**config.mk**
```make
export PLATFORM = sky130hd
export DESIGN_NAME = axi_traffic_master
export DESIGN_NICKNAME = d
export VERILOG_FILES = /design/src/rtl/axi_traffic_master.sv
export SDC_FILE = /design/constraint.sdc
export NUM_CORES = 1
export LEC_CHECK = 0
export ABC_AREA = 0
export ABC_CLOCK_PERIOD_IN_PS = 16700
export CORE_MARGIN = 4
export CORE_UTILIZATION = 47
export CTS_CLUSTER_DIAMETER = 30
export DETAILED_ROUTE_END_ITERATION = 7
export GPL_ROUTABILITY_DRIVEN = 1
export PLACE_DENSITY = 0.72
export SLEW_MARGIN = 20
export SYNTH_ARGS = -nofsm -noshare
export SYNTH_HDL_FRONTEND = slang
export SYNTH_SLANG_ARGS = --single-unit
```
**constraint.sdc**
```tcl
create_clock -name aclk -period 16.7 [get_ports aclk]
set_input_delay 3.34 -clock aclk [delete_from_list [all_inputs] [get_ports aclk]]
set_output_delay 3.34 -clock aclk [all_outputs]
set_load 0.1 [all_outputs]
```
**src/rtl/axi_traffic_master.sv**
```systemverilog
// rtl/axi_traffic_master.sv - AXI3 write-then-readback traffic master with LFSR data and lane checking
module axi_traffic_master #(
    parameter int ID_WIDTH        = 10,
    parameter int ADDR_WIDTH      = 32,
    parameter int LEN_WIDTH       = 8,
    parameter int DATA_WIDTH      = 32,
    parameter int MAX_OUTSTANDING = 4,
    parameter int TXN_ID          = 0,
    parameter int THROTTLE_EN     = 1
) (
    input  logic                    aclk,
    input  logic                    aresetn,
    input  logic                    start,
    input  logic [ADDR_WIDTH-1:0]   cfg_base,
    input  logic [7:0]              cfg_num,
    input  logic [LEN_WIDTH-1:0]    cfg_len,
    input  logic [2:0]              cfg_size,
    input  logic [1:0]              cfg_burst,
    input  logic [31:0]             cfg_seed,
    output logic                    busy,
    output logic                    done,
    output logic                    pass,
    output logic [15:0]             err_cnt,
    output logic [ADDR_WIDTH-1:0]   err_addr,
    output logic                    resp_err,
    output logic [ID_WIDTH-1:0]     m_awid,
    output logic [ADDR_WIDTH-1:0]   m_awaddr,
    output logic [LEN_WIDTH-1:0]    m_awlen,
    output logic [2:0]              m_awsize,
    output logic [1:0]              m_awburst,
    output logic                    m_awvalid,
    input  logic                    m_awready,
    output logic [ID_WIDTH-1:0]     m_wid,
    output logic [DATA_WIDTH-1:0]   m_wdata,
    output logic [DATA_WIDTH/8-1:0] m_wstrb,
    output logic                    m_wlast,
    output logic                    m_wvalid,
    input  logic                    m_wready,
    input  logic [ID_WIDTH-1:0]     m_bid,
    input  logic [1:0]              m_bresp,
    input  logic                    m_bvalid,
    output logic                    m_bready,
    output logic [ID_WIDTH-1:0]     m_arid,
    output logic [ADDR_WIDTH-1:0]   m_araddr,
    output logic [LEN_WIDTH-1:0]    m_arlen,
    output logic [2:0]              m_arsize,
    output logic [1:0]              m_arburst,
    output logic                    m_arvalid,
    input  logic                    m_arready,
    input  logic [ID_WIDTH-1:0]     m_rid,
    input  logic [DATA_WIDTH-1:0]   m_rdata,
    input  logic [1:0]              m_rresp,
    input  logic                    m_rlast,
    input  logic                    m_rvalid,
    output logic                    m_rready
);
    localparam int STRB_W    = DATA_WIDTH / 8;
    localparam int LANE_BITS = $clog2(STRB_W);

    typedef enum logic [2:0] {S_IDLE, S_WR, S_WDRAIN, S_RD, S_RDRAIN} state_t;
    state_t state, state_next;

    logic [ADDR_WIDTH-1:0] c_base, step, aw_addr, w_burst_addr, ar_addr, r_burst_addr;
    logic [7:0]            c_num, aw_cnt, b_cnt, w_burst, ar_cnt, r_burst;
    logic [LEN_WIDTH-1:0]  c_len, w_beat, r_beat;
    logic [2:0]            c_size, thr;
    logic [1:0]            c_burst;
    logic [31:0]           c_seed, w_lfsr, chk_lfsr;
    logic                  done_q, pass_q, resp_err_q, err_seen;
    logic [15:0]           err_cnt_q;
    logic [ADDR_WIDTH-1:0] err_addr_q;

    function automatic logic [31:0] lfsr_next(input logic [31:0] v);
        return {1'b0, v[31:1]} ^ (v[0] ? 32'h8020_0003 : 32'h0);
    endfunction

    // First beat is aligned down to the transfer size; FIXED bursts never advance.
    function automatic logic [ADDR_WIDTH-1:0] beat_addr_f(input logic [ADDR_WIDTH-1:0] base,
                                                          input logic [LEN_WIDTH-1:0] beat,
                                                          input logic [2:0] size,
                                                          input logic fixed);
        logic [ADDR_WIDTH-1:0] unit;
        unit = ADDR_WIDTH'(1) << size;
        return (base & ~(unit - 1'b1)) + (fixed ? '0 : (ADDR_WIDTH'(beat) << size));
    endfunction

    function automatic logic [STRB_W-1:0] strb_f(input logic [LANE_BITS-1:0] off, input logic [2:0] size);
        logic [STRB_W:0]       ones;
        logic [2*STRB_W-1:0]   wide;
        ones = ((STRB_W+1)'(1) << (1 << size)) - 1'b1;
        wide = (2*STRB_W)'(ones) << off;
        return wide[STRB_W-1:0];
    endfunction

    logic                  c_fixed, cfg_ok, aw_hs, w_hs, b_hs, ar_hs, r_hs, rlast_err, run_end;
    logic [7:0]            outstanding;
    logic [ADDR_WIDTH-1:0] w_beat_addr, r_beat_addr;
    logic [STRB_W-1:0]     w_strb, r_strb;
    logic [DATA_WIDTH-1:0] w_rep, exp_data;
    logic [15:0]           mism;
    logic [16:0]           err_sum;

    assign c_fixed     = (c_burst == 2'b00);
    assign cfg_ok      = (cfg_num != 8'd0) && !cfg_burst[1] && (cfg_size <= 3'(LANE_BITS));
    assign outstanding = aw_cnt - b_cnt;
    assign w_beat_addr = beat_addr_f(w_burst_addr, w_beat, c_size, c_fixed);
    assign r_beat_addr = beat_addr_f(r_burst_addr, r_beat, c_size, c_fixed);
    assign w_strb      = strb_f(w_beat_addr[LANE_BITS-1:0], c_size);
    assign r_strb      = strb_f(r_beat_addr[LANE_BITS-1:0], c_size);
    assign w_rep       = {(DATA_WIDTH/32){w_lfsr}};
    assign exp_data    = {(DATA_WIDTH/32){chk_lfsr}};

    assign m_awvalid = (state == S_WR) && (aw_cnt != c_num) && (outstanding < 8'(MAX_OUTSTANDING));
    assign m_wvalid  = (state == S_WR) && (w_burst != c_num);
    assign m_arvalid = (state == S_RD) && (ar_cnt != c_num);
    assign m_bready  = (THROTTLE_EN == 0) || thr[0] || thr[1];
    assign m_rready  = m_bready;

    assign aw_hs = m_awvalid && m_awready;
    assign w_hs  = m_wvalid && m_wready;
    assign ar_hs = m_arvalid && m_arready;
    assign b_hs  = m_bvalid && m_bready && ((state == S_WR) || (state == S_WDRAIN));
    assign r_hs  = m_rvalid && m_rready && ((state == S_RD) || (state == S_RDRAIN));
    assign rlast_err = m_rlast != (r_beat == c_len);
    assign run_end   = (state == S_RDRAIN) && (r_burst == c_num);

    always_comb begin
        m_wdata = '0;
        mism    = '0;
        for (int i = 0; i < STRB_W; i++) begin
            if (w_strb[i] && m_wvalid)
                m_wdata[8*i +: 8] = w_rep[8*i +: 8];
            if (r_strb[i] && (m_rdata[8*i +: 8] != exp_data[8*i +: 8]))
                mism = mism + 16'd1;
        end
        err_sum = {1'b0, err_cnt_q} + {1'b0, mism} + {16'd0, rlast_err};
    end

    assign m_wstrb   = m_wvalid ? w_strb : '0;
    assign m_wlast   = m_wvalid && (w_beat == c_len);
    assign m_awid    = ID_WIDTH'(TXN_ID);
    assign m_wid     = ID_WIDTH'(TXN_ID);
    assign m_arid    = ID_WIDTH'(TXN_ID);
    assign m_awaddr  = aw_addr;
    assign m_araddr  = ar_addr;
    assign m_awlen   = c_len;
    assign m_arlen   = c_len;
    assign m_awsize  = c_size;
    assign m_arsize  = c_size;
    assign m_awburst = c_burst;
    assign m_arburst = c_burst;
    assign busy      = (state != S_IDLE);
    assign done      = done_q;
    assign pass      = pass_q;
    assign resp_err  = resp_err_q;
    assign err_cnt   = err_cnt_q;
    assign err_addr  = err_addr_q;

    always_ff @(posedge aclk) begin
        if (!aresetn) state <= S_IDLE;
        else          state <= state_next;
    end

    always_comb begin
        state_next = state;
        case (state)
            S_IDLE:   if (start && cfg_ok) state_next = S_WR;
            S_WR:     if ((aw_cnt == c_num) && (w_burst == c_num)) state_next = S_WDRAIN;
            S_WDRAIN: if (b_cnt == c_num) state_next = S_RD;
            S_RD:     if (ar_cnt == c_num) state_next = S_RDRAIN;
            S_RDRAIN: if (run_end) state_next = S_IDLE;
            default:  state_next = S_IDLE;
        endcase
    end

    always_ff @(posedge aclk) begin
        if (!aresetn) begin
            c_base <= '0; step <= '0; aw_addr <= '0; w_burst_addr <= '0; ar_addr <= '0; r_burst_addr <= '0;
            c_num <= '0; aw_cnt <= '0; b_cnt <= '0; w_burst <= '0; ar_cnt <= '0; r_burst <= '0;
            c_len <= '0; w_beat <= '0; r_beat <= '0; c_size <= '0; c_burst <= '0; thr <= 3'b001;
            c_seed <= 32'h1; w_lfsr <= 32'h1; chk_lfsr <= 32'h1;
            done_q <= 1'b0; pass_q <= 1'b0; resp_err_q <= 1'b0; err_seen <= 1'b0;
            err_cnt_q <= '0; err_addr_q <= '0;
        end else begin
            thr    <= {1'b0, thr[2:1]} ^ (thr[0] ? 3'b110 : 3'b000);
            done_q <= 1'b0;
            if ((state == S_IDLE) && start) begin
                pass_q <= 1'b0; err_cnt_q <= '0; err_addr_q <= '0; err_seen <= 1'b0;
                if (cfg_ok) begin
                    resp_err_q <= 1'b0;
                    c_base <= cfg_base; c_num <= cfg_num; c_len <= cfg_len;
                    c_size <= cfg_size; c_burst <= cfg_burst;
                    c_seed <= (cfg_seed == 32'h0) ? 32'h1 : cfg_seed;
                    w_lfsr <= (cfg_seed == 32'h0) ? 32'h1 : cfg_seed;
                    step   <= (cfg_burst == 2'b00) ? (ADDR_WIDTH'(1) << cfg_size)
                                                   : ((ADDR_WIDTH'(cfg_len) + 1'b1) << cfg_size);
                    aw_addr <= cfg_base; w_burst_addr <= cfg_base;
                    aw_cnt <= '0; b_cnt <= '0; w_burst <= '0; w_beat <= '0;
                    ar_cnt <= '0; r_burst <= '0; r_beat <= '0;
                end else begin
                    done_q <= 1'b1; resp_err_q <= 1'b1;
                end
            end
            if (aw_hs) begin
                aw_cnt  <= aw_cnt + 8'd1;
                aw_addr <= aw_addr + step;
            end
            if (w_hs) begin
                w_lfsr <= lfsr_next(w_lfsr);
                if (m_wlast) begin
                    w_beat <= '0; w_burst <= w_burst + 8'd1; w_burst_addr <= w_burst_addr + step;
                end else begin
                    w_beat <= w_beat + 1'b1;
                end
            end
            if (b_hs) begin
                b_cnt <= b_cnt + 8'd1;
                if ((m_bresp != 2'b00) || (m_bid != ID_WIDTH'(TXN_ID))) resp_err_q <= 1'b1;
            end
            // Readback replays the write sequence from the same seed and base.
            if ((state == S_WDRAIN) && (b_cnt == c_num)) begin
                chk_lfsr <= c_seed; ar_addr <= c_base; r_burst_addr <= c_base;
            end
            if (ar_hs) begin
                ar_cnt  <= ar_cnt + 8'd1;
                ar_addr <= ar_addr + step;
            end
            if (r_hs) begin
                chk_lfsr  <= lfsr_next(chk_lfsr);
                err_cnt_q <= err_sum[16] ? 16'hFFFF : err_sum[15:0];
                if ((m_rresp != 2'b00) || (m_rid != ID_WIDTH'(TXN_ID))) resp_err_q <= 1'b1;
                if ((mism != 16'd0) && !err_seen) begin
                    err_seen <= 1'b1; err_addr_q <= r_beat_addr;
                end
                if (m_rlast) begin
                    r_beat <= '0; r_burst <= r_burst + 8'd1; r_burst_addr <= r_burst_addr + step;
                end else begin
                    r_beat <= r_beat + 1'b1;
                end
            end
            if (run_end) begin
                done_q <= 1'b1;
                pass_q <= (err_cnt_q == 16'd0) && !resp_err_q;
            end
        end
    end
endmodule
```
; Word level (Yosys, flattened, before mapping)
; Index checks and enable logic that the tools add are counted.
[op_classes]
eq_ne = 24
magnitude_cmp = 2
n_reduce_logical = 69
n_shift = 8
bitwise_logic = 6
n_mux = 75
n_addsub = 22
[op_table]
columns = operator, n
row1 = $mux W32, 25
row2 = $mux W8, 21
row3 = $add A32 B32 Y32, 5
row4 = $mux W16, 6
row5 = $shl A1 B3 Y32 const A, 2
row6 = $xor A31 B32 Y32, 2
row7 = $add A8 B1 Y8 const B, 7
row8 = $eq A8 B8 Y1, 7
row9 = $ne A8 B8 Y1, 7
row10 = $add A16 B1 Y16 const B, 3
row11 = $and A32 B32 Y32, 1
row12 = $logic_not A32 Y1, 1
row13 = $not A32 Y32, 1
row14 = $shl A1 B32 Y5 const A, 1
row15 = $shl A8 B3 Y32, 1
row16 = $shl A9 B3 Y32, 1
row17 = $sub A32 B1 Y32 const B, 1
row18 = $reduce_bool A2 Y1, 15
row19 = $logic_and A1 B1 Y1, 29
row20 = $reduce_bool A10 Y1, 2
row21 = $mux W3, 6
row22 = $add A16 B16 Y17, 1
row23 = $add A17 B1 Y17, 1
row24 = $logic_not A16 Y1, 1
row25 = other kinds (29), 59
[word_totals]
out_inout_bits = 214
elab_cells = 234
input_bits = 150
ff_bits = 423

; Logic depth before layout (Yosys ltp)
[logic_depth]
ltp_word = 18
depth_mapped = 26

; Worst setup path before layout
; No wires, ideal clock.
[synth_path]
path_kind = register to output
start = register c_size[0] (netlist: m_arsize[0])
end = output m_wdata[16]
path_buffers = 2
slack_ns = 7.210
path_stages_with_launch = 10
arrival_time_ns = 6.150
t_required_ns = 13.360
path_cell_list = dfxtp_1 > clkbuf_1 > buf_1 > nor3_1 > and2_1 > ha_1 > xnor2_1 > a2111oi_0 > a211oi_1 > and2_1
[synth_between]
elab_chain_cells = 8
elab_cells_between_ends = 12
classes_between = 3 x add/sub / 4 x shift / 2 x mux / 2 x bitwise / 1 x reduce/logical
[synth_lines]
columns = element, line
row1 = from (decl), 66  ; logic [2:0] c_size, thr;
row2 = from (signal assigned), 192  ; c_size <= cfg_size; c_burst <= cfg_burst;
row3 = $shl A1 B3 Y32, 90  ; ones = ((STRB_W+1)'(1) << (1 << size)) - 1'b1;
row4 = $sub A32 B1 Y32, --
row5 = $not A32 Y32, --
row6 = $and A2 B2 Y2, 84  ; return (base & ~(unit - 1'b1)) + (fixed ? '0 : (ADDR_WIDTH'(beat) << size));
row7 = $add A2 B2 Y2, 84
row8 = $shl A5 B2 Y4 (*), 91  ; wide = (2*STRB_W)'(ones) << off;
row9 = $logic_and A1 B1 Y1 (*), 131  ; if (w_strb[i] && m_wvalid)
row10 = $mux W8 (*), 131
row11 = to (decl), 34  ; output logic [DATA_WIDTH-1:0] m_wdata,
; Every way passes the cells marked *; elsewhere a longest branch is shown, timed or not.

; Worst setup path after layout
[layout_path]
start = register c_size[2] (netlist: m_arsize[2])
end = output m_wdata[16]
; The elaborated chain is that of the path after synthesis.

==> results.cfg <==
[global_routing]
grt_pass1_vias = 22100
track_usage_pct = 29.3
grt_max_degree = 132
grt_first_pass_wirelength_um = 121000
grt_overflow = 0
antenna_found_initial = 0

[cts]
cts_setup_buffers = 0
ctsHoldBuffers = 0
root_buffer = clkbuf_16
clkTransAtPathRegs_ns = 0.05
cts_made_buffers = 91
htreeDepth = 3
clk_path_buf_depth = 3
cts_resized = 0
clk_latency_ns = 0.65
cts_sinks = 377
cts_tree = yes

[synth]
ys.flop_type = dfxtp_1
syn_avg_cell_area_sq_um = 7.76
synth_fa_ha_area_share_pct = 5.26
synth_area_sq_um = 22500
synth_top_area_share_pct = 33.5
synth.area.top_cells = dfxtp_1, nand2_1, a21oi_1
syn_inst = 2900
synthSimpleGateAreaFrac_pct = 24.6
synthXorXnorAreaFrac_pct = 6.89
yosysTopAreaCell = dfxtp_1
yosys-mux-area-fraction_pct = 2.05
synth_cell_types = 94
synth_edf_count = 0
ys_seq_area_share_pct = 33.5
async_flop_share_pct = 0
ys_ff_latch = 377
synth_top_family_by_area = simple AND/OR/NAND/NOR gates
synth_compound_area_share_pct = 21.9
ys_warn_count = 0

[power_and_ir_drop]
clkPwrFrac_pct = 53.1
p_leak_nw = 11.2
p_switching_mw = 1.13
combinationalPowerShare_pct = 18.0
switching_share_pct = 32.0
seqPwrFrac_pct = 28.9
p_int_mw = 2.40
irDropWorstVdd_v = 0.0000759
powerDensity_nw_per_um2 = 121

[timing]
rsz0062_at_grt = no
setup_viol = 0
hold_viol = 0
relSlewSlack_pct = 22.6
fmax_mhz = 120
finalCritPeriodShare_pct = 50.0
worst_pin_slew_ns = 1.15
skew_ns = 0.0383
slew_viol_final = 0
period_minus_slack_ns = 8.35
tns_ns = 0

[outcome]
outcome = finished, final reports clean

[final_layout]
drive_gt1_share_pct = 7.26
syn2layout_area_growth_pct = 29.4
nets = 3387
diodes = 0
finish.utilization_pct = 62.1

[die]
fp.dieH_um = 227
core-area_sq_um = 47000
die_area_sq_um = 51500
rows = 79
ioPinCount = 364
fp.dieW_um = 227
initial_core_util_pct = 47.9

[setup_path]
required_ns = 13.36
cp-start-kind = flip-flop
regToRegSetupSlack_ns = 9.89
cp.arrival_ns = 5.01
path_class = reg2out
crit_fanout = 29
crit_chain = or3_4 > nor3b_1 > ha_1 > xnor2_1 > a2111oi_0 > a211oi_1 > and2_1 > clkdlybuf4s50_1
end_kind = output pin
cp_slowest_cell = clkdlybuf4s50_1
crit_buf_inv = 1
crit_family = buffers and inverters
cp_slowest_stage_delay_ns = 1.16

[routing]
antenna_left = 0
drt_iter0_drc = 1976
totalWireLength_um = 78500
vias = 23000
first_pass_iters = 5
drc = 0
wire_per_inst_um = 20.5
via_per_inst = 6.01

[place]
numPortBuffers = 333
gp_congestion = 0.966
hpwl_um = 56200

[run]
cap_violations = 0

[min_path]
hp-class = reg2reg
==> synth_stat cells, drive strengths merged (8+ instances only) <==
cell,count
nand3b,10
nand3,85
xnor2,86
a311oi,86
ha,85
a31oi,57
o211ai,23
mux2,8
or3,27
a21boi,8
nor2,260
a211oi,36
nor2b,22
o21ai,119
nand2b,17
nand4,43
clkbuf,139
mux2i,37
o311ai,13
o21a,22
and4,12
a21o,35
inv,59
and3,56
or4,12
a22oi,10
dfxtp,377
nand2,468
and2,51
xor2,91
nor4,39
a21oi,232
nor3,52
o22ai,9
buf,89
o31ai,8
o21bai,9
o31a,8
==> worst register-to-register path, stage by stage (launching register included) <==
cell,delay (ns)
dfxtp_1,0.62
or3_4,0.58
nor3b_1,0.21
ha_1,0.23
inv_1,0.07
fa_1,0.59
nor2b_1,0.19
o21ai_1,0.26
inv_1,0.13
ha_1,0.48
a21oi_1,0.13
a211oi_4,0.70
inv_2,0.33
fa_1,0.51
nor2b_1,0.12
o21ai_0,0.14
a21oi_1,0.26
and2_1,0.19
nand4_1,0.49
o31ai_1,0.26
a22oi_1,0.15
nor2_1,0.11
==> per-stage QoR <==
step	std cells	worst slack, ns	hold WS [ns]	instance area (sq um)	power [mW]
4_1_cts	3831	8.38	0.455	29100	3.54
3_5_place_dp	3660	8.27	0.440	25800	1.66
2_1_floorplan	2930	7.21	0.403	22600	1.48
3_3_place_gp	3660	8.55	0.415	25800	1.65
6_report	3831	8.35	0.455	29100	3.53
5_1_grt	3831	8.05	0.468	29100	3.65
==> power groups by stage <==
stage,Combinational (mW),Sequential (mW),Clock (mW)
after global routing,0.680,1.03,1.94
after global placement,0.616,1.04,0
after CTS,0.630,1.02,1.89
after floorplan,0.376,1.10,0
after detailed placement,0.626,1.04,0
final,0.636,1.02,1.87
==> sequential cells by signal, summed over array words and instances, names as in the netlist, 16 cells and up <==
signal        cells
c_base           32
c_seed           32
chk_lfsr         32
err_addr         32
err_cnt          16
m_araddr         32
m_awaddr         32
r_burst_addr     32
step             16
w_lfsr           32
==> layer usage <==
layer / routed length [um] / track usage, % / vias up
li1: - / - / 10900
met1: 33400 / 38.9 / 11000
met2: 35900 / 46.3 / 908
met3: 6080 / 6.53 / 200
met4: 3120 / 12.1 / 0
met5: 0 / 0 / -
==> logic make-up (layout without fill, tap and decap cells) <==
logic type / Yosys count / in the layout
adder cells (fa/ha/maj): 91 / 91
AO/OA/AOI/OAI: 740 / 740
AND/OR/NAND/NOR: 1181 / 1181
buffers and inverters: 288 / 582
multiplexers: 45 / 45
flip-flops: 377 / 377
other: 1 / 31
XOR/XNOR: 177 / 177
==> placed cells by master, fill, tap and decap left out, types with 86 or more instances in the layout <==
master	n
nor2_1	257
a21oi_1	230
clkbuf_16	91
xor2_1	91
dfxtp_1	377
clkdlybuf4s50_1	332
a311oi_1	86
o21ai_0	107
nand2_1	464
xnor2_1	86
==> worst paths after layout <==
kind | end | cells past startpoint | start
worst max-delay path | m_wdata[16] | 8 | m_arsize[2]$_SDFFE_PN0P_
worst min-delay path | c_seed[5]$_SDFFE_PN0P_ | 2 | c_seed[5]$_SDFFE_PN0P_
worst max register to register | err_cnt[10]$_SDFFE_PN0P_ | 21 | m_arsize[2]$_SDFFE_PN0P_
worst min register to register | c_seed[5]$_SDFFE_PN0P_ | 2 | c_seed[5]$_SDFFE_PN0P_
==> final cells by class <==
| type | count | area [sq um] |
|---|---|---|
| Fill cell | 4070 | 17800 |
| Multi-Input combinational cell | 2265 | 13800 |
| Clock inverter | 66 | 895 |
| Inverter | 60 | 235 |
| Sequential cell | 377 | 7550 |
| Clock buffer | 105 | 2420 |
| Timing Repair Buffer | 351 | 3460 |
| Tap cell | 607 | 759 |
Power figures use the tool's default switching activity.
